### config.mk
export PLATFORM = sky130hd
export DESIGN_NAME = workout_session_ctrl
export DESIGN_NICKNAME = d
export VERILOG_FILES = /design/src/rtl/workout_pkg.sv /design/src/rtl/sec_tick_gen.sv /design/src/rtl/workout_session_ctrl.sv
export SDC_FILE = /design/constraint.sdc
export NUM_CORES = 1
export LEC_CHECK = 0
export ABC_AREA = 1
export ABC_CLOCK_PERIOD_IN_PS = 2400
export CORE_MARGIN = 2
export CORE_UTILIZATION = 55
export DETAILED_ROUTE_END_ITERATION = 16
export PLACE_DENSITY = 0.8
export SYNTH_ARGS = -nofsm -noshare
export SYNTH_HDL_FRONTEND = slang
export SYNTH_SLANG_ARGS = --single-unit
### constraint.sdc
create_clock -name clk -period 2.4 [get_ports clk]
set_input_delay 0.48 -clock clk [delete_from_list [all_inputs] [get_ports clk]]
set_output_delay 0.48 -clock clk [all_outputs]
set_load 0.05 [all_outputs]
### src/rtl/workout_pkg.sv
// Shared encodings and widths for the workout session controller.
package workout_pkg;

  localparam int HR_W   = 8;
  localparam int STEP_W = 3;
  localparam int SECS_W = 8;

  typedef enum logic [2:0] {
    ST_IDLE   = 3'd0,
    ST_ACTIVE = 3'd1,
    ST_PAUSED = 3'd2,
    ST_ALARM  = 3'd3,
    ST_DONE   = 3'd4
  } state_e;

  typedef enum logic [1:0] {
    HR_SAFE  = 2'b00,
    HR_WARN  = 2'b01,
    HR_EMERG = 2'b10
  } hr_class_e;

endpackage

### src/rtl/sec_tick_gen.sv
// One-second tick generator: counts 0..TICK_DIV-1 and pulses sec_tick for
// the cycle after the last count. restart zeroes the count and drops the pulse.
module sec_tick_gen #(
  parameter int TICK_DIV = 50000000
) (
  input  logic clk,
  input  logic rst,
  input  logic restart,
  output logic sec_tick
);

  localparam int CNT_W = (TICK_DIV > 1) ? $clog2(TICK_DIV) : 1;
  localparam logic [CNT_W-1:0] LAST = CNT_W'(TICK_DIV - 1);

  logic [CNT_W-1:0] cnt_q;
  logic             tick_q;

  always_ff @(posedge clk) begin
    if (!rst || restart) begin
      cnt_q  <= '0;
      tick_q <= 1'b0;
    end else begin
      tick_q <= (cnt_q == LAST);
      cnt_q  <= (cnt_q == LAST) ? '0 : cnt_q + CNT_W'(1);
    end
  end

  assign sec_tick = tick_q;

endmodule

### src/rtl/workout_session_ctrl.sv
// Workout session sequencer: single-entry sample buffer, per-second datapath
// strobe and session FSM. Auto-pause is built only with WORKOUT_AUTO_PAUSE_EN.
//   state  | meaning
//   IDLE   | no session yet, samples dropped
//   ACTIVE | session running, samples buffered and forwarded each tick
//   PAUSED | session held, seconds kept
//   ALARM  | emergency heart rate seen, waiting for acknowledge
//   DONE   | session ended, seconds held
module workout_session_ctrl
  import workout_pkg::*;
#(
  parameter int TICK_DIV         = 50000000,
  parameter int EMERG_SECS       = 3,
  parameter int IDLE_TIMEOUT     = 10,
  parameter int MAX_SESSION_SECS = 255
) (
  input  logic              clk,
  input  logic              rst,
  input  logic              start_btn,
  input  logic              pause_btn,
  input  logic              stop_btn,
  input  logic              smp_valid,
  output logic              smp_ready,
  input  logic [HR_W-1:0]   smp_hr,
  input  logic [STEP_W-1:0] smp_steps,
  input  logic [1:0]        hr_class,
  output logic              calc_valid,
  output logic [HR_W-1:0]   calc_hr,
  output logic [STEP_W-1:0] calc_steps,
  output logic              calc_clear,
  output logic [2:0]        state,
  output logic [SECS_W-1:0] session_secs,
  output logic              alarm,
  output logic              sec_tick
);

  localparam logic [3:0]        EMERG_LIM = 4'(EMERG_SECS);
  localparam logic [7:0]        IDLE_LIM  = 8'(IDLE_TIMEOUT);
  localparam logic [SECS_W-1:0] SECS_MAX  = SECS_W'(MAX_SESSION_SECS);

  state_e              state_q, state_d;
  logic                buf_full_q;
  logic [HR_W-1:0]     buf_hr_q;
  logic [STEP_W-1:0]   buf_steps_q;
  logic                calc_valid_q, calc_clear_q, alarm_q;
  logic [HR_W-1:0]     calc_hr_q;
  logic [STEP_W-1:0]   calc_steps_q;
  logic [SECS_W-1:0]   session_secs_q, secs_inc;
  logic [3:0]          emerg_q, emerg_inc, emerg_upd;

  logic active, tick_act, xfer;
  logic emerg_hit, idle_hit, max_hit;
  logic enter, new_sess, stay, fwd;

  sec_tick_gen #(.TICK_DIV(TICK_DIV)) u_tick (
    .clk      (clk),
    .rst      (rst),
    .restart  (enter),
    .sec_tick (sec_tick)
  );

  assign active    = (state_q == ST_ACTIVE);
  assign tick_act  = active && sec_tick;
  assign smp_ready = !active || !buf_full_q;
  assign xfer      = smp_valid && smp_ready;

  assign secs_inc  = (session_secs_q == '1) ? session_secs_q : session_secs_q + SECS_W'(1);
  assign emerg_inc = (emerg_q == 4'hF) ? emerg_q : emerg_q + 4'd1;
  assign emerg_upd = (hr_class == HR_EMERG) ? emerg_inc : 4'd0;
  assign emerg_hit = calc_valid_q && (emerg_upd >= EMERG_LIM);
  assign max_hit   = tick_act && (secs_inc >= SECS_MAX);

`ifdef WORKOUT_AUTO_PAUSE_EN
  logic [7:0] idle_q, idle_inc;

  assign idle_inc = idle_q + 8'd1;
  assign idle_hit = tick_act && !buf_full_q && (idle_inc >= IDLE_LIM);

  always_ff @(posedge clk) begin
    if (!rst)          idle_q <= '0;
    else if (enter)    idle_q <= '0;
    else if (tick_act) idle_q <= buf_full_q ? 8'd0 : idle_inc;
  end
`else
  logic unused_idle_lim;
  assign unused_idle_lim = ^IDLE_LIM;
  assign idle_hit        = 1'b0;
`endif

  // Stop outranks everything, then pause, then the automatic exits.
  always_comb begin
    state_d = state_q;
    case (state_q)
      ST_IDLE:   if (start_btn) state_d = ST_ACTIVE;
      ST_ACTIVE: begin
        if (stop_btn)       state_d = ST_DONE;
        else if (pause_btn) state_d = ST_PAUSED;
        else if (emerg_hit) state_d = ST_ALARM;
        else if (idle_hit)  state_d = ST_PAUSED;
        else if (max_hit)   state_d = ST_DONE;
      end
      ST_PAUSED, ST_ALARM: begin
        if (stop_btn)       state_d = ST_DONE;
        else if (start_btn) state_d = ST_ACTIVE;
      end
      ST_DONE:   if (start_btn) state_d = ST_ACTIVE;
      default:   state_d = ST_IDLE;
    endcase
  end

  assign enter    = !active && (state_d == ST_ACTIVE);
  assign new_sess = enter && (state_q == ST_IDLE || state_q == ST_DONE);
  assign stay     = active && (state_d == ST_ACTIVE);
  assign fwd      = stay && sec_tick && buf_full_q;

  always_ff @(posedge clk) begin
    if (!rst) begin
      state_q        <= ST_IDLE;
      buf_full_q     <= 1'b0;
      buf_hr_q       <= '0;
      buf_steps_q    <= '0;
      calc_valid_q   <= 1'b0;
      calc_clear_q   <= 1'b0;
      calc_hr_q      <= '0;
      calc_steps_q   <= '0;
      session_secs_q <= '0;
      emerg_q        <= '0;
      alarm_q        <= 1'b0;
    end else begin
      state_q      <= state_d;
      calc_valid_q <= fwd;
      calc_clear_q <= new_sess;
      alarm_q      <= (state_d == ST_ALARM);
      if (fwd) begin
        calc_hr_q    <= buf_hr_q;
        calc_steps_q <= buf_steps_q;
      end
      // Leaving ACTIVE flushes; a full buffer never accepts, so no overwrite.
      if (!stay || fwd) begin
        buf_full_q <= 1'b0;
      end else if (xfer) begin
        buf_full_q  <= 1'b1;
        buf_hr_q    <= smp_hr;
        buf_steps_q <= smp_steps;
      end
      if (new_sess)      session_secs_q <= '0;
      else if (tick_act) session_secs_q <= secs_inc;
      if (new_sess || (enter && state_q == ST_ALARM)) emerg_q <= '0;
      else if (calc_valid_q)                          emerg_q <= emerg_upd;
    end
  end

  assign state        = state_q;
  assign calc_valid   = calc_valid_q;
  assign calc_clear   = calc_clear_q;
  assign calc_hr      = calc_hr_q;
  assign calc_steps   = calc_steps_q;
  assign session_secs = session_secs_q;
  assign alarm        = alarm_q;

endmodule
# Word level (Yosys, flattened, before mapping)
# Index checks and enable logic that the tools add are counted.
# W data, S select, Z words.
[op_classes] add_sub_neg=3 magnitude_cmp=2 eq_ne=10 reduce_logical=27 n_mux=10 bitwise_logic=2
[ops] op="$add A26 B1 Y26 const B" count=1
[ops] op="$eq A26 B26 Y1 const B" count=1
[ops] op="$mux W3" count=6
[ops] op="$reduce_or A2 Y1" count=6
[ops] op="$logic_and A1 B1 Y1" count=10
[ops] op="$eq A3 B2 Y1 const B" count=3
[ops] op="$pmux W3 S3" count=1
[ops] op="$add A8 B1 Y8 const B" count=1
[ops] op="$eq A8 B8 Y1 const B" count=1
[ops] op="$ge A8 B8 Y1 const B" count=1
[ops] op="$mux W4" count=2
[ops] op="$mux W8" count=1
[ops] op="$eq A3 B1 Y1 const B" count=2
[ops] op="$logic_or A1 B1 Y1" count=5
[ops] op="$add A4 B1 Y4 const B" count=1
[ops] op="$eq A4 B4 Y1 const B" count=1
[ops] op="$ge A4 B2 Y1 const B" count=1
[ops] op="$logic_not A1 Y1" count=4
[ops] op="$eq A3 B3 Y1 const B" count=1
[ops] op="$logic_not A3 Y1" count=1
[ops] op="$eq A2 B2 Y1 const B" count=1
[ops] op="$not A1 Y1" count=2
[ops] op="$reduce_and A2 Y1" count=1
[totals] in_bits=19 output_inout_bits=27 register_bits=68

# Depth between registers and ports, before layout
[depth] ltp_word=16 depth_mapped=18

# By module
# Synthesis repeated with hierarchy kept, for this count alone.
[unflattened] hier_cells=517 hier_area_um2=3489.6
[modules_own_cells] module="workout_session_ctrl" seq_area_each_um2=820.8 cells_each=302 area_per_inst_um2=2065.7 instances=1
[modules_own_cells] module="sec_tick_gen" seq_area_each_um2=540.5 cells_each=215 area_per_inst_um2=1423.9 instances=1

# Worst setup path after synthesis
# No wires, ideal clock.
[synth_timing] path_type="reg-to-reg" startpoint="reg session_secs_q[1], in the netlist session_secs[1]" endpoint="reg buf_hr_q[0]" required_time_ns=2.287 n_path_buf=1 synth_period_minus_slack_ns=2.476 setup_slack_ns=-0.076 arrival_time_ns=2.364 setup_ns=0.113 path_stages_with_launch=18 path_cell_list="dfxtp_1 ha_1 nand2_1 nor2_2 nand2_1 nand3_1 nand3_1 nor2_1 nand2_1 nand2_1 nand2_1 nand2_2 nand2_4 nand4_2 buf_2 nand2_1 nand2_1 nor2_1"
[synth_between] elab_chain_len=16
[synth_lines] element="start: declaration" line_no="workout_session_ctrl.sv:48" source="logic [SECS_W-1:0] session_secs_q, secs_inc;"
[synth_lines] element="start signal: assignment" line_no="workout_session_ctrl.sv:147" source="else if (tick_act) session_secs_q <= secs_inc;"
[synth_lines] element="$add A8 B1 Y8 or $eq A8 B8 Y1 (tied branches)" line_no="workout_session_ctrl.sv:67" source="assign secs_inc = (session_secs_q == '1) ? session_secs_q : session_secs_q + SECS_W'(1);"
[synth_lines] element="$mux W8 *" line_no="workout_session_ctrl.sv:67"
[synth_lines] element="$ge A8 B8 Y1 *" line_no="workout_session_ctrl.sv:71" source="assign max_hit = tick_act && (secs_inc >= SECS_MAX);"
[synth_lines] element="$logic_and A1 B1 Y1 *" line_no="workout_session_ctrl.sv:71"
[synth_lines] element="$mux W3 *" line_no="workout_session_ctrl.sv:100" source="else if (max_hit) state_d = ST_DONE;"
[synth_lines] element="$mux W3 *" line_no="workout_session_ctrl.sv:98" source="else if (emerg_hit) state_d = ST_ALARM;"
[synth_lines] element="$mux W3 *" line_no="workout_session_ctrl.sv:97" source="else if (pause_btn) state_d = ST_PAUSED;"
[synth_lines] element="$mux W3 *" line_no="workout_session_ctrl.sv:96" source="if (stop_btn) state_d = ST_DONE;"
[synth_lines] element="$pmux W3 S3 *" line_no="workout_session_ctrl.sv:93" source="case (state_q)"
[synth_lines] element="$eq A3 B1 Y1 *" line_no="workout_session_ctrl.sv:113" source="assign stay = active && (state_d == ST_ACTIVE);"
[synth_lines] element="$logic_and A1 B1 Y1 *" line_no="workout_session_ctrl.sv:113"
[synth_lines] element="$logic_and A1 B1 Y1 (2 in a row)" line_no="workout_session_ctrl.sv:114" source="assign fwd = stay && sec_tick && buf_full_q;"
[synth_lines] element="$logic_or A1 B1 Y1 *" line_no="workout_session_ctrl.sv:139" source="if (!stay || fwd) begin"
[synth_lines] element="$not A1 Y1 (no line) *"
[synth_lines] element="$reduce_and A2 Y1 (no line) *"
[synth_lines] element="end signal: assignment" line_no="workout_session_ctrl.sv:143" source="buf_hr_q <= smp_hr;"
[synth_lines] element="end: declaration" line_no="workout_session_ctrl.sv:43" source="logic [HR_W-1:0] buf_hr_q;"
# Every way passes the cells marked *; elsewhere a longest branch is shown, timed or not.
# A chain may end at the register's enable or synchronous reset.

# Final worst setup path
[layout_timing] startpoint="reg emerg_q[1]" endpoint="reg calc_hr_q[4], in the netlist calc_hr[4]"
[layout_between] elab_chain_len=13
[layout_lines] element="start: declaration" line_no="workout_session_ctrl.sv:49" source="logic [3:0] emerg_q, emerg_inc, emerg_upd;"
[layout_lines] element="start signal: assignment" line_no="workout_session_ctrl.sv:149" source="else if (calc_valid_q) emerg_q <= emerg_upd;"
[layout_lines] element="$add A4 B1 Y4 or $eq A4 B4 Y1 (tied branches)" line_no="workout_session_ctrl.sv:68" source="assign emerg_inc = (emerg_q == 4'hF) ? emerg_q : emerg_q + 4'd1;"
[layout_lines] element="$mux W4 *" line_no="workout_session_ctrl.sv:68"
[layout_lines] element="$mux W4 *" line_no="workout_session_ctrl.sv:69" source="assign emerg_upd = (hr_class == HR_EMERG) ? emerg_inc : 4'd0;"
[layout_lines] element="$ge A4 B2 Y1 *" line_no="workout_session_ctrl.sv:70" source="assign emerg_hit = calc_valid_q && (emerg_upd >= EMERG_LIM);"
[layout_lines] element="$logic_and A1 B1 Y1 *" line_no="workout_session_ctrl.sv:70"
[layout_lines] element="$mux W3 *" line_no="workout_session_ctrl.sv:98"
[layout_lines] element="$mux W3 *" line_no="workout_session_ctrl.sv:97"
[layout_lines] element="$mux W3 *" line_no="workout_session_ctrl.sv:96"
[layout_lines] element="$pmux W3 S3 *" line_no="workout_session_ctrl.sv:93"
[layout_lines] element="$eq A3 B1 Y1 *" line_no="workout_session_ctrl.sv:113"
[layout_lines] element="$logic_and A1 B1 Y1 *" line_no="workout_session_ctrl.sv:113"
[layout_lines] element="$logic_and A1 B1 Y1 * (2 in a row)" line_no="workout_session_ctrl.sv:114"
[layout_lines] element="end signal: assignment" line_no="workout_session_ctrl.sv:135" source="calc_hr_q <= buf_hr_q;"
[layout_lines] element="end: declaration" line_no="workout_session_ctrl.sv:46" source="logic [HR_W-1:0] calc_hr_q;"
# Marked as above.

==> metrics.txt <==
worst-path maximum fanout 23; total CTS buffers 9; WL met2 3.55 mm; max-slew violation count 0; total of max-cap violations 0; CP max stage cell dfxtp_1; met1 wire length 3.09 mm; most used cell, CP nand2_1; DR vias/cell 4.96; kind of critical path register to register; Fillers 498; Port Buffer Count 45; Row Count 28; CP cell instances ha_2 > nand3_2 > nor2_2 > nor2_1 > nand2_1 > nand3_1 > nand2_1 > nand3_1 > a21oi_4 > nand3_2 > buf_12 > nand2_1 > nand2_1 > nor2_1; Final GP Congestion 0.795; DR vias 3,015; Slew @ Worst Pin 0.511 ns; first-pass GRT wire length 11.8 mm; Syn Inst Count 471; die area 6680 um2; nets 550; DRT antenna net count 0; Worst-Skew Late Latency 0.35 ns; required time of the critical path 2.68 ns; WL per Instance 11.6 um; Reg clk slew, reported paths 0.07 ns; worst min path class register to register; final core occ 72.3%; Die Wd 81.7 um; post-synthesis sequential area ratio 41.0%; CP Data Arrival Time 2.48 ns; Ports 46; drt drc 0; CP top delay family simple AND/OR/NAND/NOR gates; Antenna diodes 0; initial drt markers 81; htree depth 3; Clock Path Buffers 2; Cell Area, Synth 3320 um2; drt total wl 7.02 mm; # setup viols final 0; pin count of the biggest net entering global routing 24; leak pwr 1.75 nW; max incr delay on CP 0.41 ns; uppermost layer routed met4; hold_buf cts 0; DP Wirelength 4.92 mm; Synthesis Warnings 0; Main synth FF type dfxtp_1; Setup crit end kind register; initial antenna violation count 0; max frequency 0.455 GHz; CTS root buf clkbuf_8; Synth Area per Inst 7.06 um2; share of async-settable or async-resettable flops after synthesis 0%; Post-synth EDFFs 0; Final Hold Fails 0; Syn Nets 493; Pwr Density 591 nW/um2; chip height 81.7 um; GR Overflow Total 0; Critical Path Source Type register; drt first pass iters 4; synthesis-stage register bit count 68; Period Utilization, post-route 91.7%; Max-slew headroom 65.8%; Netlist cell types 39; CORE AREA 5890 um2; CTS tree yes; gr usage total 22.9%; vias in the first global route 2,855; synth-to-layout area growth 28.0%; fin cells 608; CP bufs+invs 1; worst-case vdd ir drop 0.466 mV; Placed Cells 590; Tmin final 2.20 ns; Starting Density 56.5%; CTS Sinks 68; met3 routed WL 253 um; status complete, no violations; share of cells above drive strength 1 15.2%; clock skew 0.00980 ns
-- per-stage QoR --
step                hold slack [ns]  worst slack, ns  total power, W  area, um2  TNS [ns]
floorplan                     0.427            0.106         0.00131       3330         0
global placement              0.442           0.0622         0.00138       3930         0
detailed placement            0.448         -0.00712         0.00139       3930   -0.0126
CTS                           0.464           0.0652         0.00254       4170         0
global route                  0.485          -0.0162         0.00262       4250   -0.0162
finish                        0.460            0.200         0.00251       4250         0
-- synthesized netlist by cell type, types with 2 or more instances --
| cell | count | area (um2) |
|---|---|---|
| nand4_1 | 4 | 25.0 |
| nor4_1 | 2 | 12.5 |
| nor2_2 | 24 | 150 |
| nand2_1 | 105 | 394 |
| dfxtp_1 | 68 | 1360 |
| inv_1 | 60 | 225 |
| nor3_1 | 5 | 25.0 |
| xor2_1 | 13 | 114 |
| buf_2 | 6 | 30.0 |
| buf_6 | 2 | 22.5 |
| nand3_2 | 3 | 30.0 |
| o21ai_0 | 9 | 45.0 |
| ha_1 | 3 | 37.5 |
| o21bai_1 | 2 | 15.0 |
| a21oi_1 | 12 | 60.1 |
| nor3_2 | 3 | 30.0 |
| a211oi_1 | 4 | 30.0 |
| nand3_1 | 28 | 140 |
| nor2_1 | 89 | 334 |
| xnor2_1 | 10 | 87.6 |
-- layer usage --
metal / up-vias / track usage, %
li1: 1569 / -
met5: - / 0
met4: 0 / 10.0
met3: 14 / 5.38
met1: 1381 / 26.1
met2: 51 / 40.7
-- path summary, 6_finish.rpt --
check | from | endpoint | slack (ns) | depth (start not counted)
max | emerg_q[1] | calc_hr[4] | 0.20 | 14
min reg2reg | u_tick.cnt_q[0] | u_tick.cnt_q[0] | 0.46 | 1
max reg2reg | emerg_q[1] | calc_hr[4] | 0.20 | 14
min | u_tick.cnt_q[0] | u_tick.cnt_q[0] | 0.46 | 1
-- power by group --
group / switching (W) / total (W) / internal [W]
sequential: 0.0000140 / 0.00116 / 0.00115
clock: 0.000426 / 0.00114 / 0.000718
combinational: 0.000122 / 0.000208 / 0.0000864
total: 0.000562 / 0.00251 / 0.00195
-- registers in the layout, indices dropped and copies added, names as in the netlist --
register / flops
u_tick.cnt_q: 26
buf_hr_q: 8
calc_hr: 8
session_secs: 8
emerg_q: 4
buf_steps_q: 3
calc_steps: 3
state: 3
alarm: 1
buf_full_q: 1
calc_clear: 1
calc_valid: 1
u_tick.sec_tick: 1
-- what timing repair did --
action / CTS / global route
setup buffers: 0 / 2
endpoints found under the setup margin: 0 / 52
gates resized for setup: 0 / 17
-- cell type report --
type                       instances  area, um2  share of cell area, %
multi-input combinational        332       1730                   40.7
sequential                        68       1370                   32.1
timing repair buffer              57        588                   13.8
inverter                          60        225                   5.30
clock buffer                      10        138                   3.24
clock inverter                     6        111                   2.62
tap                               75       93.8                   2.21
-- kinds of logic after synthesis --
family                   synth area share, %
flip-flops                              41.0
XOR/XNOR                                6.06
multiplexers                           0.339
buffers and inverters                   8.81
AO/OA/AOI/OAI                           5.65
AND/OR/NAND/NOR                         37.0
adder cells (fa/ha/maj)                 1.13
-- placed cells by master, fill, tap and decap left out, types with 9 or more instances in the layout --
master / Yosys / final
clkdlybuf4s50_1: 0 / 44
dfxtp_1: 68 / 64
xnor2_1: 10 / 10
buf_4: 1 / 9
clkbuf_8: 0 / 10
nand2_1: 105 / 103
inv_1: 60 / 60
nor2_2: 24 / 26
a21oi_1: 12 / 12
nand3_1: 28 / 27
xor2_1: 13 / 13
o21ai_0: 9 / 9
nor2_1: 89 / 86
(Power assumes the default switching activity.)
